## src/rtl/freq_to_ascii_seq_pkg.sv

```systemverilog
// Shared definitions for the frequency-to-ASCII converter.
//   - ASCII code points used by the formatter
//   - FSM state encoding
//   - cfg_ok(): elaboration-time legality check of the BCD sizing parameters
package freq_to_ascii_seq_pkg;

   localparam logic [7:0] ASCII_ZERO  = 8'h30;
   localparam logic [7:0] ASCII_SPACE = 8'h20;
   localparam logic [7:0] ASCII_NINE  = 8'h39;

   typedef enum logic [1:0] {
      StIdle,
      StShift,
      StFormat
   } state_t;

   // 10^bcd_digits > 2^in_width holds iff bcd_digits >= floor(in_width*log10(2)) + 1.
   // 2^n is never a power of ten, so the floor of the fixed-point product is exact enough.
   function automatic bit cfg_ok(input int unsigned in_width,
                                 input int unsigned bcd_digits,
                                 input int unsigned skip_digits,
                                 input int unsigned digits);
      int unsigned needed;
      needed = (in_width * 30103) / 100000 + 1;
      return (bcd_digits >= needed) && (digits >= 1) && (skip_digits + digits <= bcd_digits);
   endfunction

endpackage

```

## src/rtl/freq_to_ascii_seq_bcd_digit_adj.sv

```systemverilog
// Double-dabble digit correction: adds 3 to a BCD nibble of 5 or more so that the
// following left shift carries correctly into the next decimal digit.
//   din  : BCD digit before correction
//   dout : corrected digit
module bcd_digit_adj (
   input  logic [3:0] din,
   output logic [3:0] dout
);

   always_comb begin
      dout = (din >= 4'd5) ? din + 4'd3 : din;
   end

endmodule

```

## src/rtl/freq_to_ascii_seq.sv

```systemverilog
// Sequential binary-to-decimal-ASCII converter (shift-add-3).
// One conversion takes IN_WIDTH+1 cycles from an accepted START to the DONE pulse.
//   CLK   : system clock, rising edge
//   RST   : synchronous active-high reset, priority over START
//   START : one-cycle request, FREQ sampled when idle
//   FREQ  : unsigned binary input
//   BUSY  : conversion in progress
//   DONE  : one-cycle pulse, ASCII/OVF updated
//   OVF   : FREQ >= 10^(SKIP_DIGITS+DIGITS), held with ASCII
//   ASCII : 8*DIGITS result, [7:0] = least significant displayed digit
module freq_to_ascii_seq
   import freq_to_ascii_seq_pkg::*;
#(
   parameter int unsigned IN_WIDTH    = 32,
   parameter int unsigned BCD_DIGITS  = 10,
   parameter int unsigned SKIP_DIGITS = 3,
   parameter int unsigned DIGITS      = 5,
   parameter bit          BLANK       = 1'b0
) (
   input  logic                  CLK,
   input  logic                  RST,
   input  logic                  START,
   input  logic [IN_WIDTH-1:0]   FREQ,
   output logic                  BUSY,
   output logic                  DONE,
   output logic                  OVF,
   output logic [8*DIGITS-1:0]   ASCII
);

   localparam int unsigned BCD_W = 4 * BCD_DIGITS;
   localparam int unsigned CNT_W = $clog2(IN_WIDTH + 1);
   localparam logic [CNT_W-1:0] LAST_ITER = CNT_W'(IN_WIDTH - 1);

   if (!cfg_ok(IN_WIDTH, BCD_DIGITS, SKIP_DIGITS, DIGITS)) begin : g_cfg_check
      $error("freq_to_ascii_seq: BCD_DIGITS/SKIP_DIGITS/DIGITS inconsistent with IN_WIDTH");
   end

   // Formatted zero, used as the reset value of ASCII.
   function automatic logic [8*DIGITS-1:0] reset_ascii();
      logic [8*DIGITS-1:0] r;
      r = '0;
      for (int i = 0; i < int'(DIGITS); i++) begin
         r[8*i +: 8] = (BLANK && i != 0) ? ASCII_SPACE : ASCII_ZERO;
      end
      return r;
   endfunction

   localparam logic [8*DIGITS-1:0] ASCII_RESET = reset_ascii();

   state_t               state;
   logic [CNT_W-1:0]     cnt;
   logic [IN_WIDTH-1:0]  shift_reg;
   logic [BCD_W-1:0]     bcd;
   logic [BCD_W-1:0]     bcd_adj;
   logic [BCD_W-1:0]     bcd_next;
   logic [IN_WIDTH-1:0]  shift_next;
   logic [8*DIGITS-1:0]  fmt_ascii;
   logic                 fmt_ovf;
   logic                 unused_adj_msb;

   for (genvar g = 0; g < int'(BCD_DIGITS); g++) begin : g_adj
      bcd_digit_adj u_adj (
         .din  (bcd[4*g +: 4]),
         .dout (bcd_adj[4*g +: 4])
      );
   end

   // The top BCD bit never sets because 10^BCD_DIGITS > 2^IN_WIDTH.
   assign unused_adj_msb = bcd_adj[BCD_W-1];

   always_comb begin
      bcd_next = {bcd_adj[BCD_W-2:0], shift_reg[IN_WIDTH-1]};
      shift_next = {shift_reg[IN_WIDTH-2:0], 1'b0};
   end

   // Formatter: digits above the displayed field flag overflow and saturate to all nines.
   always_comb begin
      logic       lead;
      logic [3:0] digit;
      fmt_ovf   = 1'b0;
      fmt_ascii = '0;
      lead      = BLANK;
      digit     = '0;
      for (int i = int'(SKIP_DIGITS + DIGITS); i < int'(BCD_DIGITS); i++) begin
         if (bcd[4*i +: 4] != 4'd0) begin
            fmt_ovf = 1'b1;
         end
      end
      for (int i = int'(DIGITS) - 1; i >= 0; i--) begin
         digit = bcd[4*(int'(SKIP_DIGITS) + i) +: 4];
         if (fmt_ovf) begin
            fmt_ascii[8*i +: 8] = ASCII_NINE;
         end else if (lead && digit == 4'd0 && i != 0) begin
            fmt_ascii[8*i +: 8] = ASCII_SPACE;
         end else begin
            fmt_ascii[8*i +: 8] = ASCII_ZERO + {4'd0, digit};
            lead = 1'b0;
         end
      end
   end

   always_ff @(posedge CLK) begin
      if (RST) begin
         state     <= StIdle;
         cnt       <= '0;
         shift_reg <= '0;
         bcd       <= '0;
         BUSY      <= 1'b0;
         DONE      <= 1'b0;
         OVF       <= 1'b0;
         ASCII     <= ASCII_RESET;
      end else begin
         DONE <= 1'b0;
         case (state)
            StIdle: begin
               if (START) begin
                  shift_reg <= FREQ;
                  bcd       <= '0;
                  cnt       <= '0;
                  BUSY      <= 1'b1;
                  state     <= StShift;
               end
            end
            StShift: begin
               bcd       <= bcd_next;
               shift_reg <= shift_next;
               cnt       <= cnt + 1'b1;
               if (cnt == LAST_ITER) begin
                  state <= StFormat;
               end
            end
            StFormat: begin
               ASCII <= fmt_ascii;
               OVF   <= fmt_ovf;
               DONE  <= 1'b1;
               BUSY  <= 1'b0;
               state <= StIdle;
            end
            default: begin
               BUSY  <= 1'b0;
               state <= StIdle;
            end
         endcase
      end
   end

endmodule
```

## config.mk

```make
export PLATFORM = sky130hd
export DESIGN_NAME = freq_to_ascii_seq
export DESIGN_NICKNAME = d
export VERILOG_FILES = /design/src/rtl/freq_to_ascii_seq_pkg.sv /design/src/rtl/freq_to_ascii_seq_bcd_digit_adj.sv /design/src/rtl/freq_to_ascii_seq.sv
export SDC_FILE = /design/constraint.sdc
export NUM_CORES = 1
export LEC_CHECK = 0
export ABC_CLOCK_PERIOD_IN_PS = 2900
export BUFFER_PORTS_ARGS = -buffer_cell sky130_fd_sc_hd__buf_2
export CAP_MARGIN = 30
export CORE_AREA = 2 2 95 97
export CTS_BUF_LIST = sky130_fd_sc_hd__clkbuf_16
export CTS_CLUSTER_DIAMETER = 30
export CTS_CLUSTER_SIZE = 28
export DETAILED_ROUTE_END_ITERATION = 8
export DIE_AREA = 0 0 97 99
export GPL_TIMING_DRIVEN = 0
export PLACE_DENSITY = 0.84
export SYNTH_ARGS = -nofsm -noshare
export SYNTH_HDL_FRONTEND = slang
export SYNTH_HIERARCHICAL = 1
export SYNTH_SLANG_ARGS = --single-unit
```

## constraint.sdc

```tcl
create_clock -name CLK -period 2.9 [get_ports CLK]
set_input_delay 0.29 -clock CLK [delete_from_list [all_inputs] [get_ports CLK]]
set_output_delay 0.29 -clock CLK [all_outputs]
set_load 0.05 [all_outputs]
```

# ---- Word level (Yosys, flattened, before mapping)
# Index checks and enable logic that the tools add are counted.
dict set report classes {
  bitwise 1
  n_eq_ne 5
  add_sub_neg 16
  muxes 29
  n_reduce_logical 7
  n_lt_le_gt_ge 10
}
# op count
set ops {}
lappend ops {{$pmux 40 s2} 1}
lappend ops {{$pmux 32 s2} 1}
lappend ops {{$ge 4x3->1 const B} 10}
lappend ops {{$mux 40} 1}
lappend ops {{$add 4x2->4 const B} 9}
lappend ops {{$mux 4} 9}
lappend ops {{$add 6x4->7 const A} 5}
lappend ops {{$mux 7} 5}
lappend ops {{$mux 32} 1}
lappend ops {{$pmux 6 s2} 1}
lappend ops {{$reduce_bool 4->1} 2}
lappend ops {{$add 6x1->6 const B} 1}
lappend ops {{$eq 6x5->1 const B} 1}
lappend ops {{$mux 6} 1}
lappend ops {{$reduce_and 2->1} 3}
lappend ops {{$mux 1} 4}
lappend ops {{$mux 2} 2}
lappend ops {{$ne 2x2->1 const B} 2}
lappend ops {{$pmux 2 s2} 1}
lappend ops {{$add 3x2->3 const B} 1}
lappend ops {{$mux 3} 1}
lappend ops {{$eq 2x1->1 const B} 1}
lappend ops {{$eq 2x2->1 const B} 1}
lappend ops {{$logic_not 2->1} 1}
lappend ops {{other kinds (3)} 3}
dict set report word_totals {
  wordCells 76
  in_bits 35
  out_inout_bits 43
  ff_bits 123
}

# ---- Logic depth before layout (Yosys ltp)
dict set report depth {
  word_depth 4
  ltp_mapped 6
  mapped_depth_nobuf 6
}

# ---- Hierarchy
# The synthesis kept the hierarchy.
# module area_per_inst_um2 instances seq_area_each_um2 cells_each
set modules_own_cells {}
lappend modules_own_cells {freq_to_ascii_seq 4111.4 1 2062.0 439}
lappend modules_own_cells {bcd_digit_adj 101.3 10 0.0 16}

# ---- Least setup slack after synthesis
# Ideal clock, no wire load.
dict set report synth_timing {
  path_type {register -> register}
  start {register bcd[35]}
  end {register ASCII[11]}
  setup_time_ps 132
  path_buffers 1
  stages_incl_launch_ff 5
  arrival_ps 1340
  t_required_ps 2768
  period_less_slack_ps 1472
  setup_slack_ps 1428
  path_cell_list {dfxtp_1 > or4_4 > buf_6 > nor4_2 > nor3_1}
}
dict set report synth_between {
  elab_chain_len 4
}
# element line_no
set synth_rtl {}
lappend synth_rtl {{from (decl)} freq_to_ascii_seq.sv:53} ;# logic [BCD_W-1:0] bcd;
lappend synth_rtl {{from (signal assigned)} freq_to_ascii_seq.sv:125} ;# bcd <= bcd_next;
lappend synth_rtl {{$reduce_bool 4->1} freq_to_ascii_seq.sv:85} ;# if (bcd[4*i +: 4] != 4'd0) begin
lappend synth_rtl {{$mux 1 (2 in a row)} freq_to_ascii_seq.sv:85}
lappend synth_rtl {{$mux 7} freq_to_ascii_seq.sv:91} ;# if (fmt_ovf) begin
lappend synth_rtl {{to (signal assigned)} freq_to_ascii_seq.sv:133} ;# ASCII <= fmt_ascii;
lappend synth_rtl {{to (decl)} freq_to_ascii_seq.sv:27} ;# output logic [8*DIGITS-1:0] ASCII
# Every way passes these cells.
# A chain may end at the register's enable or synchronous reset.

# ---- Worst setup path after layout
dict set report layout_timing {
  start {register bcd[39]}
  end {register ASCII[17]}
}
dict set report layout_between {
  elab_chain_len 3
}
# element line_no
set layout_rtl {}
lappend layout_rtl {{$reduce_bool 4->1} freq_to_ascii_seq.sv:85}
lappend layout_rtl {{$mux 1} freq_to_ascii_seq.sv:85}
lappend layout_rtl {{$mux 7} freq_to_ascii_seq.sv:91}
# Every way passes these cells.

==> PnR_summary.wiki <==
{| class="wikitable"
! Metric !! Value
|-
| Setup repair after global routing missed its margin || no
|-
| Number of logic stages on the critical path including buffering || 3
|-
| Critical path fanouts, max || 10
|-
| Max reg flops || 40
|-
| Detailed-route wire length per cell || 14.1 um
|-
| Skew final || ~0.013 ns
|-
| Die Height || around 99 um
|-
| Site row count || 34
|-
| Global Route Usage Sum || about a quarter
|-
| Fraction of power spent switching nets || 26.7%
|-
| Master of the slowest instance on the critical path || nor4_2
|-
| Cell depth of the worst flop-to-flop path || 3
|-
| Footprint of the multi-input gates || 2690 sq um
|-
| Routed vias/inst || between 5 and 6
|-
| Weighted congestion at the end of routability-driven global placement || 0.867
|-
| Hold violation total from the final report || 0
|-
| Max-Cap Viols || 0
|-
| Number of gates given a new drive strength after cts || 0
|-
| Initial antenna violation count || 0
|-
| Worst-margin pin slew || 1.04 ns
|-
| Hold buffers post-CTS || 0
|-
| Clock-pin slew on the worst setup and hold paths || approximately 0.08 ns
|-
| Portion of total power attributed to combinational logic || 11.2%
|-
| Relative max-transition margin || a little over 30%
|-
| Top routing layer in use || met4
|-
| Final instance count without filler cells || about 790
|-
| Std-Cell Core Area || roughly 8600 sq um
|-
| Worst-Skew Late Latency || between 0.3 and 0.4 ns
|-
| Total internal power || about 2.3 mW
|-
| Worst-case setup margin in the final layout || 1.07 ns
|-
| Final-layout fill cell count || 698
|-
| Total negative slack || 0 ns
|-
| Cell total after placement || 778
|-
| TritonCTS Sinks || between 100 and 150
|-
| Setup violations, final || 0
|-
| Met2 Routed Length || 5680 um
|-
| Antenna diode instance count || 0
|-
| Part of the power in the clock network || 40.3%
|-
| Worst hold path startpoint || FREQ[20]
|-
| Area growth, synth to finish || 15.5%
|-
| Total area of sequential cells || 2060 sq um
|-
| Clock tree from TritonCTS || yes
|-
| Die extent in x || 97 um
|-
| Maximum buffer depth of the clock tree || 2
|-
| Number of buffers and inverters on the critical path || 0
|-
| Starting Density || 59.7%
|-
| Portion of the clock cycle consumed by the worst path in the final layout || a little over three fifths
|-
| Violation count after the first detailed-routing iteration || approximately 200
|-
| Count of buffers added by post-CTS timing repair for setup || 0
|-
| Vias || 4,444
|-
| Layout net count || 737
|-
| Type of the worst setup path || register to register
|-
| FF-to-FF setup slack || 1.07 ns
|-
| Half-perimeter wire length of the detailed placement result || 7890 um
|-
| Worst setup path end || ASCII[17]
|-
| Mapped Area || 5100 sq um
|-
| Endpoint of the worst-slack reg-to-reg timing path || ASCII[17]
|-
| Status || finished clean
|-
| Remaining global-route overflow || 0
|-
| Delay of the slowest cell on the worst path || 0.92 ns
|-
| Tot Pwr || ~3.1 mW
|-
| DIE AREA || 9600 sq um
|-
| Critical path capture point type || register
|-
| Num CTS Buffers || 9
|-
| Routed WL || 11,200 um
|-
| Routed wl met3 || 484 um
|-
| Ratio of cells with drive above 1 in the final layout || 22.0%
|-
| First-pass iteration count of the detailed router || 5
|-
| Number of buffer cells added on primary ports || 57
|-
| Final core utilization || 69.0%
|-
| Yosys warns || 6
|-
| Vias in the first global route || 4,204
|-
| Number of H-tree branching levels || 3
|-
| Residual antenna-violating net count after detailed routing || 0
|-
| Crit path from || bcd[39]
|-
| LEAKAGE || 2.60 nW
|-
| Power density cells || approximately 520 nW/um^2
|-
| Drt drc || 0
|-
| Reg-to-reg startpoint || bcd[39]
|-
| Sw Pwr || 825 uW
|-
| Pins Over Slew Limit || 0
|-
| Critical Path Source Type || register
|-
| Largest net degree at the start of global routing || 19
|-
| Number of instances in the synthesized netlist || roughly 600
|-
| Cell-by-cell trace of the critical path || nor4_2 > nand4_1 > a21oi_1
|-
| Clk Tree Root Cell || clkbuf_16
|-
| Crit path max-delay family || simple AND/OR/NAND/NOR gates
|-
| Max IR drop VDD || about 330 uV
|-
| Data arrival at the endpoint of the critical path || 2.10 ns
|-
| Count of boundary I/O pins || 78
|-
| Required time of the critical path || roughly 3.2 ns
|-
| Wire length of the first global-routing pass || 19,000 um
|-
| Synthesized area per cell || approximately 8.6 sq um
|-
| DRT met1 WL || 4910 um
|-
| Post-layout min period || about 1.8 ns
|-
| Classification of the worst-slack hold path || primary input to register
|-
| Worst setup slack after placement || ~1.1 ns
|-
| FMAX || 0.546 GHz
|-
| Share of power burned in registers || 48.5%
|}
==> layout by cell type (no fill, tap or decap), drive strengths merged, types with 23 or more instances in the layout <==
| cell | count |
|---|---|
| a311oi | 25 |
| a22o | 43 |
| buf | 106 |
| nand2 | 105 |
| dfxtp | 103 |
| a21oi | 27 |
| nand2b | 26 |
| nor2 | 59 |
| inv | 23 |
==> layer usage <==
layer | GRT usage (%) | vias up
li1 | - | 2205
met1 | 28.4 | 2111
met2 | 42.6 | 114
met3 | 3.76 | 14
met4 | 8.67 | 0
met5 | 0 | -
==> cell type report <==
cell class / count / area share, %
multi-input combinational: 433 / 45.7
sequential: 103 / 35.0
buffer: 56 / 5.73
timing repair buffer: 57 / 4.84
clock buffer: 9 / 3.82
tap: 108 / 2.29
clock inverter: 7 / 1.36
inverter: 21 / 1.34
==> per-stage QoR <==
step	cell area (sq um)	hold WS (ns)
4_1_cts	5900	0.189
3_5_place_dp	5590	0.445
3_3_place_gp	5590	0.437
5_1_grt	5900	0.213
6_report	5900	0.192
2_1_floorplan	5170	0.440
==> power groups by stage <==
stage               Combinational, mW  Clock, mW  Sequential (mW)
finish                          0.347       1.25             1.50
floorplan                       0.263          0             1.53
CTS                             0.346       1.26             1.50
detailed placement              0.343          0             1.53
global route                    0.379       1.31             1.50
global placement                0.332          0             1.53
==> how the worst min path moves through the flow <==
stage          depth (start not counted)            end  slack (ns)
2_1_floorplan                          1   shift_reg[2]        0.44
3_3_place_gp                           2      ASCII[26]        0.44
3_5_place_dp                           2      ASCII[26]        0.44
4_1_cts                                3  shift_reg[20]        0.19
5_1_grt                                3   shift_reg[9]        0.21
6_report                               3  shift_reg[20]        0.19
==> tightest hold or removal path, cell delays in order <==
cell and delay (ns):
buf_2 0.09, nand2_1 0.04, a311oi_1 0.07
No activity file was read; power rests on OpenSTA's default activity.
